[src/rtl/inst_loader.sv]
// inst_loader: byte-stream loader that writes 32-bit words into IMEM while holding the core in reset.
//   Optional checksum trailer enabled by defining INST_LOADER_CHECKSUM_EN.
//   Ports:
//     clk, rst         - clock, synchronous active-high reset
//     byte_valid/data  - incoming load-stream byte
//     byte_ready       - loader accepts a byte this cycle
//     imem_we/waddr/wdata - single-cycle IMEM write (byte address, word)
//     core_rst         - held high until the load completes
//     done, error      - load finished successfully / aborted
module inst_loader #(
    parameter int          IMEM_DEPTH = 64,
    parameter logic [31:0] BASE_ADDR  = 32'h0
) (
    input  logic        clk,
    input  logic        rst,
    input  logic        byte_valid,
    input  logic [7:0]  byte_data,
    output logic        byte_ready,
    output logic        imem_we,
    output logic [31:0] imem_waddr,
    output logic [31:0] imem_wdata,
    output logic        core_rst,
    output logic        done,
    output logic        error
);
`ifdef INST_LOADER_CHECKSUM_EN
    typedef enum logic [2:0] {CNT_LO, CNT_HI, DATA, CHK, DONE, ERROR} state_t;
`else
    typedef enum logic [2:0] {CNT_LO, CNT_HI, DATA, DONE, ERROR} state_t;
`endif
    localparam logic [16:0] DEPTH = 17'(IMEM_DEPTH);

    state_t      state_q, state_d;
    logic [15:0] cnt_q, cnt_d;
    logic [15:0] idx_q, idx_d;
    logic [1:0]  lane_q, lane_d;
    logic [23:0] asm_q, asm_d;
    logic        we_q, we_d;
    logic [31:0] waddr_q, waddr_d;
    logic [31:0] wdata_q, wdata_d;
`ifdef INST_LOADER_CHECKSUM_EN
    logic [7:0]  sum_q, sum_d;
`endif
    logic        acc;
    logic [15:0] cnt_new;

    assign acc     = byte_valid && byte_ready;
    assign cnt_new = {byte_data, cnt_q[7:0]};

    always_comb begin
        state_d = state_q;
        cnt_d   = cnt_q;
        idx_d   = idx_q;
        lane_d  = lane_q;
        asm_d   = asm_q;
        we_d    = 1'b0;
        waddr_d = waddr_q;
        wdata_d = wdata_q;
`ifdef INST_LOADER_CHECKSUM_EN
        sum_d   = sum_q;
`endif
        if (acc) begin
            case (state_q)
                CNT_LO: begin
                    cnt_d[7:0] = byte_data;
                    state_d    = CNT_HI;
                end
                CNT_HI: begin
                    cnt_d = cnt_new;
`ifdef INST_LOADER_CHECKSUM_EN
                    state_d = (cnt_new == 16'd0) ? CHK :
                              ({1'b0, cnt_new} > DEPTH) ? ERROR : DATA;
`else
                    state_d = (cnt_new == 16'd0) ? DONE :
                              ({1'b0, cnt_new} > DEPTH) ? ERROR : DATA;
`endif
                end
                DATA: begin
                    // Bytes shift in from the top so the first byte ends in bits 7:0.
                    lane_d = lane_q + 2'd1;
                    asm_d  = {byte_data, asm_q[23:8]};
`ifdef INST_LOADER_CHECKSUM_EN
                    sum_d  = sum_q ^ byte_data;
`endif
                    if (lane_q == 2'd3) begin
                        we_d    = 1'b1;
                        waddr_d = BASE_ADDR + 32'({idx_q, 2'b00});
                        wdata_d = {byte_data, asm_q};
                        idx_d   = idx_q + 16'd1;
                        if (idx_q == cnt_q - 16'd1) begin
`ifdef INST_LOADER_CHECKSUM_EN
                            state_d = CHK;
`else
                            state_d = DONE;
`endif
                        end
                    end
                end
`ifdef INST_LOADER_CHECKSUM_EN
                CHK: state_d = (byte_data == sum_q) ? DONE : ERROR;
`endif
                default: ;
            endcase
        end
    end

    always_ff @(posedge clk) begin
        if (rst) begin
            state_q <= CNT_LO;
            cnt_q   <= '0;
            idx_q   <= '0;
            lane_q  <= '0;
            asm_q   <= '0;
            we_q    <= 1'b0;
            waddr_q <= BASE_ADDR;
            wdata_q <= '0;
`ifdef INST_LOADER_CHECKSUM_EN
            sum_q   <= '0;
`endif
        end else begin
            state_q <= state_d;
            cnt_q   <= cnt_d;
            idx_q   <= idx_d;
            lane_q  <= lane_d;
            asm_q   <= asm_d;
            we_q    <= we_d;
            waddr_q <= waddr_d;
            wdata_q <= wdata_d;
`ifdef INST_LOADER_CHECKSUM_EN
            sum_q   <= sum_d;
`endif
        end
    end

    assign byte_ready = (state_q != DONE) && (state_q != ERROR);
    assign imem_we    = we_q;
    assign imem_waddr = waddr_q;
    assign imem_wdata = wdata_q;
    assign core_rst   = (state_q != DONE);
    assign done       = (state_q == DONE);
    assign error      = (state_q == ERROR);
endmodule
[config.mk]
export PLATFORM = sky130hd
export DESIGN_NAME = inst_loader
export DESIGN_NICKNAME = d
export VERILOG_FILES = /design/src/rtl/inst_loader.sv
export SDC_FILE = /design/constraint.sdc
export NUM_CORES = 1
export LEC_CHECK = 0
export ABC_AREA = 1
export BUFFER_PORTS_ARGS = -buffer_cell sky130_fd_sc_hd__buf_2
export CAP_MARGIN = 0
export CORE_MARGIN = 1.5
export CORE_UTILIZATION = 34
export CTS_BUF_LIST = sky130_fd_sc_hd__clkbuf_4 sky130_fd_sc_hd__clkbuf_8
export DETAILED_ROUTE_END_ITERATION = 10
export HOLD_SLACK_MARGIN = 0.05
export PLACE_DENSITY = 0.5
export SYNTH_ARGS = -nofsm -noshare
export SYNTH_HDL_FRONTEND = slang
export SYNTH_SLANG_ARGS = --single-unit
[constraint.sdc]
create_clock -name clk -period 2 [get_ports clk]
set_clock_uncertainty 0.1 [all_clocks]
set_input_delay 0.1 -clock clk [delete_from_list [all_inputs] [get_ports clk]]
set_output_delay 0.1 -clock clk [all_outputs]
set_load 0.01 [all_outputs]
**Word-level counts from Yosys, hierarchy flattened**

Cells that the tools add are included.

- Flip-flop bits (word level): 110
- Latch bits: 0
- RAM bits: 0
- Bits in read-only memories: 0
- Input port bits: 11
- Output and inout bits: 69
- Logic and storage cells: 42
- Memories kept: 0

- Add/subtract/negate cells: 3
- $mul: 0
- Div/mod/pow operators: 0
- Magnitude comparators: 1
- Equal/unequal tests: 10
- Shift-type cells: 0
- Mux-type cells: 6
- Bitwise gates (word level): 2
- Reductions and logical operators: 11

Operators by type and width:

| cell | number |
|---|---|
| adder 16 x 1 -> 16 bit (second input constant) | 1 |
| == test 16 bit | 1 |
| > comparator 16 x 7 -> 1 bit (second input constant) | 1 |
| logical NOT 16 bit | 1 |
| subtractor 16 x 1 -> 16 bit (second input constant) | 1 |
| two-way mux 3 bit | 4 |
| case mux 3 bit (3 select lines) | 1 |
| == test 3 x 2 -> 1 bit (second input constant) | 2 |
| AND reduction 2 bit | 3 |
| inequality test 2 bit (second input constant) | 2 |
| AND reduction 4 bit | 1 |
| == test 3 x 1 -> 1 bit (second input constant) | 1 |
| == test 3 bit (second input constant) | 1 |
| logical NOT 3 bit | 1 |
| inequality test 3 x 2 -> 1 bit (second input constant) | 1 |
| inequality test 3 bit (second input constant) | 1 |
| AND reduction 3 bit | 1 |
| nonzero test 3 bit | 1 |
| OR reduction 3 bit | 1 |
| adder 2 x 1 -> 2 bit (second input constant) | 1 |
| == test 2 bit (second input constant) | 1 |
| logical AND 1 bit | 2 |
| inverter 1 bit | 2 |
| two-way mux 1 bit | 1 |

**Depth between registers and ports, before layout**

Gate-level depths: netlist of run 1.

- Depth in word-level cells: 5
- Mapped depth: 16
- Depth with buffers taken out: 16

**Worst setup path after synthesis of run 1**

OpenSTA, ideal clock, no wires.

- Path type: register to register
- Start point: register cnt_q[0]
- End point: register state_q[0]
- Library setup time: 0.115 ns
- Data arrival time: 1.576 ns
- Slack: 0.209 ns
- Stages on the path, launching flop included: 17
- Cell sequence: dfxtp_1 > inv_1 > ha_1 > inv_1 > nand2_1 > nand2_1 > nand2_1 > nor2_1 > nand3_1 > nor2_1 > nand2_1 > nor2_1 > nand3_1 > nand2_1 > nand3_1 > nand2_1 > nor2_1

- Cells in the longest elaborated chain, start to end: 4
- Elaborated cells between the ends (all ways): 7
- Those cells by class: add/sub: 1; eq/ne: 2; mux: 2; reduce/logical: 2

Ends and longest elaborated chain:

| what | line | RTL |
|---|---|---|
| start: declaration | 34 | `logic [15:0] cnt_q, cnt_d;` |
| start signal: assignment | 122 | `cnt_q <= cnt_d;` |
| subtractor 16 x 1 -> 16 bit | 90 | `if (idx_q == cnt_q - 16'd1) begin` |
| == test 16 bit | 90 |  |
| inequality test 2 bit (no source line) | -- |  |
| AND reduction 4 bit (no source line) | -- |  |
| end signal: assignment | 121 | `state_q <= state_d;` |
| end: declaration | 33 | `state_t state_q, state_d;` |

Parallel ways exist; a longest one is shown, timed or not.
A chain may end at the register's enable or synchronous reset.

**Final worst setup path of run 1**

- Start point: register state_q[1]
- End point: register cnt_q[13]

- Cells in the longest elaborated chain, start to end: 4
- Elaborated cells between the ends (all ways): 6
- Those cells by class: eq/ne: 3; reduce/logical: 3

Ends and longest elaborated chain:

| what | line | RTL |
|---|---|---|
| inequality test 3 x 2 -> 1 bit / inequality test 3 bit (equally long branches) | 135 | `assign byte_ready = (state_q != DONE) && (state_q != ERROR);` |
| logical AND 1 bit | 135 |  |
| logical AND 1 bit | 47 | `assign acc = byte_valid && byte_ready;` |
| AND reduction 2 bit (no source line) * | -- |  |

Every way passes the cells marked *; elsewhere a longest branch is shown, timed or not.

==> impl_metrics.env, run 1 <==
export IMPL_critPathLaunchType="flip-flop"
export IMPL_fp_dieH_um=121
export IMPL_fin_crit_sh=0.955
export IMPL_grt_pass1_vias=4165
export IMPL_irDropWorstVdd_uv=533
export IMPL_max_stage_delay_ns=0.57
export IMPL_rsz0062_at_grt="true"
export IMPL_arrival_ns=2.14
export IMPL_cpLargestDelayFamily="buffers and inverters"
export IMPL_rows=43
export IMPL_holdWs_ns=0.371
export IMPL_r2r_slack_ns=0.09
export IMPL_p_int_mw=3.74
export IMPL_wl_per_cell_um=14.1
export IMPL_path_buf_inv=4
export IMPL_core_area_mm2=0.0138
export IMPL_critPathRequiredTime_ns=2.23
export IMPL_viasPerCell=4.74
export IMPL_htreeDepth=3
export IMPL_antenna_found_initial=0
export IMPL_drt_initial_drc_count=252
export IMPL_cts_reportedPaths_clkPinSlew_ns=0.10
export IMPL_drt_first_pass_iters=4
export IMPL_cts_sinks=110
export IMPL_leakage_nw=2.54
export IMPL_fin_crit_ns=1.91
export IMPL_routabilityCongestion=0.862
export IMPL_slew_headroom=0.647
export IMPL_io_pins=80
export IMPL_cp_startpoint="state_q[1]"
export IMPL_place_ws_ns=-0.0554
export IMPL_synth_avg_cell_area_um2=7.32
export IMPL_cp_num_cells=8
export IMPL_hold_viol=0
export IMPL_layout_drive_gt1_share=0.204
export IMPL_power_density_mw_per_mm2=1050
export IMPL_path_cells="buf_4 > nor2_1 > inv_2 > nor2_4 > buf_4 > nand3_1 > dlygate4sd3_1 > a21oi_1"
export IMPL_synthCells=651
export IMPL_fin_nets=744
export IMPL_finalSetupViolCount=0
export IMPL_switching_share=0.381
export IMPL_grt_overflow_total=0
export IMPL_async_flop_share=0
export IMPL_combinationalPowerShare=0.348
export IMPL_start_util=0.346
export IMPL_dp_hpwl_mm=9.25
export IMPL_diodes=0
export IMPL_crit_fanout=6
export IMPL_finalMaxSlewViolations=0
export IMPL_min_delay_path_class="flip-flop to flip-flop"
export IMPL_grt_pass1_wl_mm=20.8
export IMPL_port_buffers=63
export IMPL_grt_max_degree=62
export IMPL_die_x_um=121
export IMPL_r2r_start="state_q[1]"
export IMPL_dieArea_mm2=0.0147
export IMPL_synth_edf_count=0
export IMPL_track_usage=0.182
export IMPL_synth_seq_area_share=0.462
export IMPL_cts_buffers=9
export IMPL_cp_common_cell="buf_4"
export IMPL_critPathKind="flip-flop to flip-flop"
export IMPL_drc=0
export IMPL_pwr_share_clk=0.222
export IMPL_tightest_slew_ns=0.525
export IMPL_cp_slowest_cell="dlygate4sd3_1"
export IMPL_ys_warn_count=0
export IMPL_routed_via_count=4335
export IMPL_clk_latency_ns=0.39
export IMPL_syn_cell_area_mm2=0.00477
export IMPL_max_freq_ghz=0.524
export IMPL_clk_path_buf_depth=2
export IMPL_timing_rr_end="cnt_q[13]"
export IMPL_synth_cell_types=35
export IMPL_status="finished clean"
export IMPL_end_kind="flip-flop"
export IMPL_worst_r2r_cell_count=8
export IMPL_wl_mm=12.9
export IMPL_switchingPower_mw=2.30
export IMPL_layout_setup_ws_ns=0.0902
export IMPL_endpoint="cnt_q[13]"
export IMPL_ant_nets=0
export IMPL_seqPwrFrac=0.430
export IMPL_cts_tree="built"
export IMPL_ys_ff_latch=110
export IMPL_synth_ff_type="dfxtp_1"
export IMPL_cts_root_buf="clkbuf_8"
export IMPL_drv_cap=0
export IMPL_syn2layout_area_growth_pct=20.8
-- state kept, by name, summed over array words and instances (netlist names) --
register	cells
imem_wdata	32
asm_q	24
cnt_q	16
idx_q	16
imem_waddr	16
state_q	3
lane_q	2
imem_we	1
-- layer usage --
layer | GRT usage | routed length (µm) | share of wire | vias up
li1 | - | - | - | 2236
met5 | 0 | 0 | 0 | -
met3 | 0.0446 | 469 | 0.036 | 20
met4 | 0.0632 | 286 | 0.022 | 0
met1 | 0.225 | 6000 | 0.47 | 2004
met2 | 0.308 | 6130 | 0.48 | 75
-- worst reg2reg max path: cells and delay by family, from the launching register on --
family	cells	cell delay [ns]
buffers and inverters	4	0.97
DFF	1	0.35
and+or+nand+nor	3	0.31
AOI/OAI and AO/OA	1	0.14
-- repair_timing --
item	in CTS	in global routing
setup endpoints to repair	3	12
gates resized for setup	5	39
pin swaps	1	9
hold buffers	15	0
buffers inserted	0	3
endpoints found under the hold margin	43	0
-- power by group through the flow --
stage	combinational, mW	clock (mW)	sequential [mW]
after floorplan	1.35	0	2.57
after global placement	1.80	0	2.60
after detailed placement	1.81	0	2.60
after CTS	1.87	1.38	2.55
after global routing	2.41	1.47	2.63
final	2.10	1.34	2.60
-- synthesized netlist by cell type (2+ instances only) --
library cell / instances / share of area
a21oi_1: 78 / 0.082
nor2_1: 69 / 0.054
o21ai_1: 6 / 0.0063
xnor2_1: 5 / 0.0092
inv_1: 65 / 0.051
nor2_4: 2 / 0.0047
buf_2: 5 / 0.0052
xor2_1: 7 / 0.013
nand3_2: 2 / 0.0042
clkbuf_1: 20 / 0.016
nor2_2: 5 / 0.0066
a31oi_1: 2 / 0.0026
buf_1: 2 / 0.0016
nor3_1: 9 / 0.0094
inv_2: 4 / 0.0031
nand4_1: 2 / 0.0026
nand2_1: 114 / 0.090
ha_1: 3 / 0.0079
dfxtp_1: 110 / 0.46
nand3_1: 34 / 0.036
buf_4: 16 / 0.025
a211oi_1: 4 / 0.0063
o21ai_0: 75 / 0.079
-- through the flow --
step / cell area, µm² / TNS [ns] / instances / util / total power, mW
after detailed placement: 5270 / -0.133 / 881 / 0.383 / 4.41
final: 5760 / 0 / 915 / 0.418 / 6.04
after CTS: 5630 / 0 / 912 / 0.409 / 5.81
after global routing: 5760 / -0.134 / 915 / 0.418 / 6.51
after global placement: 5270 / -0.00691 / 881 / 0.383 / 4.39
after floorplan: 4820 / 0 / 666 / - / 3.92
-- cells by family after synthesis --
kind of cell               synth area share
other                              0.000787
AOI/OAI and AO/OA                     0.178
DFF                                   0.462
adders and majority gates           0.00787
and+or+nand+nor                       0.225
buffers and inverters                 0.104
xor gates and xnor gates             0.0220
-- worst min-delay path by stage --
stage                   from             to  slack [ns]  depth (start not counted)
2_1_floorplan   byte_data[7]       cnt_q[7]        0.13                          2
3_5_place_dp    byte_data[1]       cnt_q[9]        0.30                          3
4_1_cts        imem_wdata[0]  imem_wdata[0]        0.37                          2
6_report           asm_q[22]      asm_q[22]        0.37                          2
5_1_grt        imem_wdata[0]  imem_wdata[0]        0.39                          2
3_3_place_gp    byte_data[1]       cnt_q[9]        0.30                          3
-- cell type report --
type / instances / area [µm²]
clock buffer: 11 / 151
clock inverter: 5 / 41.3
fill: 1468 / 8020
inverter: 71 / 270
multi-input combinational: 442 / 2230
sequential: 110 / 2220
tap: 180 / 225
timing repair buffer: 96 / 626
-- layout by cell type, fill, tap and decap left out, drive strengths merged, types with 2 or more instances in the layout --
master and count:
nor4 2, dlygate4sd3 15, nor3 10, nand3 36, a31oi 2, conb 16
inv 71, nand2 116, xor2 7, ha 3, clkbuf 11, nand4 2
buf 81, clkinv 4, dfxtp 110, o21ai 81, a21oi 78, nor2 77
xnor2 5, a211oi 4
Power figures use the tool's default switching activity.
==> run 2: changes to the inputs <==
Settings changed: SETUP_SLACK_MARGIN set to 0.3.
==> impl_metrics.env, run 2 (synthesis gave the netlist of run 1 again) <==
export IMPL_cp_common_cell="nand2_1"
export IMPL_diodes=0
export IMPL_arrival_ns=2.13
export IMPL_r2r_start="cnt_q[1]"
export IMPL_worst_r2r_cell_count=15
export IMPL_final_instance_count_excl_fill=922
export IMPL_min_delay_path_class="primary input to flip-flop"
export IMPL_place_area_mm2=0.00531
export IMPL_path_cells="inv_2 > ha_4 > nand2_1 > nand2_1 > nand2_1 > nor2_1 > nand3_1 > nor2_1 > nand2_1 > nor2_1 > nand3_1 > nand2_2 > nand3_2 > nand2_1 > nor2_1"
export IMPL_wl_mm=13.9
export IMPL_rows=43
export IMPL_fin_setup_tns_ns=0
export IMPL_fin_crit_ns=1.95
export IMPL_largest_reg_flops=32
export IMPL_mostFrequentLayoutCells="103 x nand2_1, 99 x dfxtp_1, 71 x a21oi_1"
export IMPL_critPathLaunchType="flip-flop"
export IMPL_routed_via_count=4462
export IMPL_hold_viol=0
export IMPL_finalSetupViolCount=0
export IMPL_viasPerCell=4.84
export IMPL_ant_nets=0
export IMPL_drc=0
export IMPL_irDropWorstVdd_uv=586
export IMPL_dieArea_mm2=0.0147
export IMPL_power_density_mw_per_mm2=995
export IMPL_place_ws_ns=-0.0315
export IMPL_max_freq_ghz=0.513
export IMPL_port_buffers=63
export IMPL_place_inst=880
export IMPL_die_x_um=121
export IMPL_leakage_nw=2.70
export IMPL_finalMaxSlewViolations=0
export IMPL_clk_latency_ns=0.39
export IMPL_cts_sinks=110
export IMPL_drv_cap=0
export IMPL_hold_depth=4
export IMPL_fin_area_mm2=0.00613
export IMPL_holdWs_ns=0.0891
export IMPL_cts_root_buf="clkbuf_8"
export IMPL_routabilityCongestion=0.929
export IMPL_grt_overflow_total=0
export IMPL_fillers=1449
export IMPL_cts_buffers=9
export IMPL_io_pins=80
export IMPL_hp_start="byte_valid"
export IMPL_critPathRequiredTime_ns=2.19
export IMPL_fin_nets=751
export IMPL_min_to="cnt_q[9]"
export IMPL_fp_dieH_um=121
export IMPL_antenna_found_initial=0
export IMPL_htreeDepth=3
export IMPL_r2r_slack_ns=0.05
export IMPL_drt_first_pass_iters=4
export IMPL_max_stage_delay_ns=0.36
export IMPL_crit_fanout=6
export IMPL_critPathKind="flip-flop to flip-flop"
export IMPL_grt_pass1_vias=4170
export IMPL_cts_tree="built"
export IMPL_layout_commonest_cell="nand2_1"
export IMPL_dp_hpwl_mm=9.28
export IMPL_cts_reportedPaths_clkPinSlew_ns=0.10
export IMPL_core_area_mm2=0.0138
export IMPL_grt_pass1_wl_mm=20.9
export IMPL_postLayoutCoreUtil=0.445
export IMPL_start_util=0.346
export IMPL_fin_crit_sh=0.974
export IMPL_syn2layout_area_growth_pct=28.7
export IMPL_cp_slowest_cell="dfxtp_2"
export IMPL_layout_drive_gt1_share=0.257
export IMPL_clk_path_buf_depth=2
export IMPL_layout_setup_ws_ns=0.0521
export IMPL_rsz0062_at_grt="true"
export IMPL_end_kind="flip-flop"
export IMPL_drt_initial_drc_count=228
export IMPL_grt_max_degree=84
export IMPL_power_total_mw=6.11
export IMPL_track_usage=0.184
export IMPL_status="finished clean"
export IMPL_wl_per_cell_um=15.1
export IMPL_timing_rr_end="state_q[1]"
[run 2: cell count changes in the layout (fill, tap and decap cells not counted), sizes merged]
cell         change
dlygate4sd3      -6
bufinv           +1
clkbuf           +4
buf              +8
clkinv           -1
clkinvlp         +1
[run 2: final cells by class]
type                       count  area (µm²)  share of cell area
inverter                      71         292              0.0475
clock inverter                 6        68.8              0.0112
clock buffer                  10         138              0.0224
timing repair buffer         103         816               0.133
multi-input combinational    442        2370               0.387
tap                          180         225              0.0367
sequential                   110        2220               0.363
[run 2: per-layer routing]
| metal | share of wire | up-vias | global-route usage |
|---|---|---|---|
| met5 | 0 | - | 0 |
| met4 | 0.016 | 0 | 0.0610 |
| li1 | - | 2255 | - |
| met1 | 0.44 | 2119 | 0.227 |
| met2 | 0.51 | 70 | 0.319 |
| met3 | 0.032 | 18 | 0.0352 |
[run 2: worst max-delay path by stage]
stage | to | slack (ns) | depth (start not counted) | startpoint
final | state_q[1] | 0.05 | 15 | cnt_q[1]
after global routing | state_q[1] | -0.09 | 16 | cnt_q[0]
after CTS | state_q[1] | 0.06 | 15 | cnt_q[0]
after detailed placement | state_q[1] | -0.03 | 14 | cnt_q[2]
after global placement | state_q[1] | -0.05 | 14 | cnt_q[2]
after floorplan | state_q[1] | 0.29 | 15 | cnt_q[0]
[run 2: report_power, final]
group | internal [mW] | total (mW) | switching (mW) | leakage, nW
combinational | 0.790 | 2.07 | 1.28 | 1.70
sequential | 2.42 | 2.63 | 0.208 | 0.895
clock | 0.620 | 1.41 | 0.792 | 0.103
total | 3.83 | 6.11 | 2.28 | 2.70
[run 2: repair_timing]
item | CTS | global route
endpoints found under the hold margin | 37 | 0
endpoints found under the setup margin | 74 | 80
resized for setup | 20 | 76
hold buffers | 9 | 0
cloned | 0 | 6
setup buffers | 3 | 8
pin swaps | 12 | 9
[run 2: worst max-delay path: cells and delay by family (launching register included)]
| kind | cells | cell delay (ns) |
|---|---|---|
| and+or+nand+nor | 13 | 1.06 |
| DFF | 1 | 0.36 |
| buffers and inverters | 1 | 0.05 |
| adders and majority gates | 1 | 0.26 |
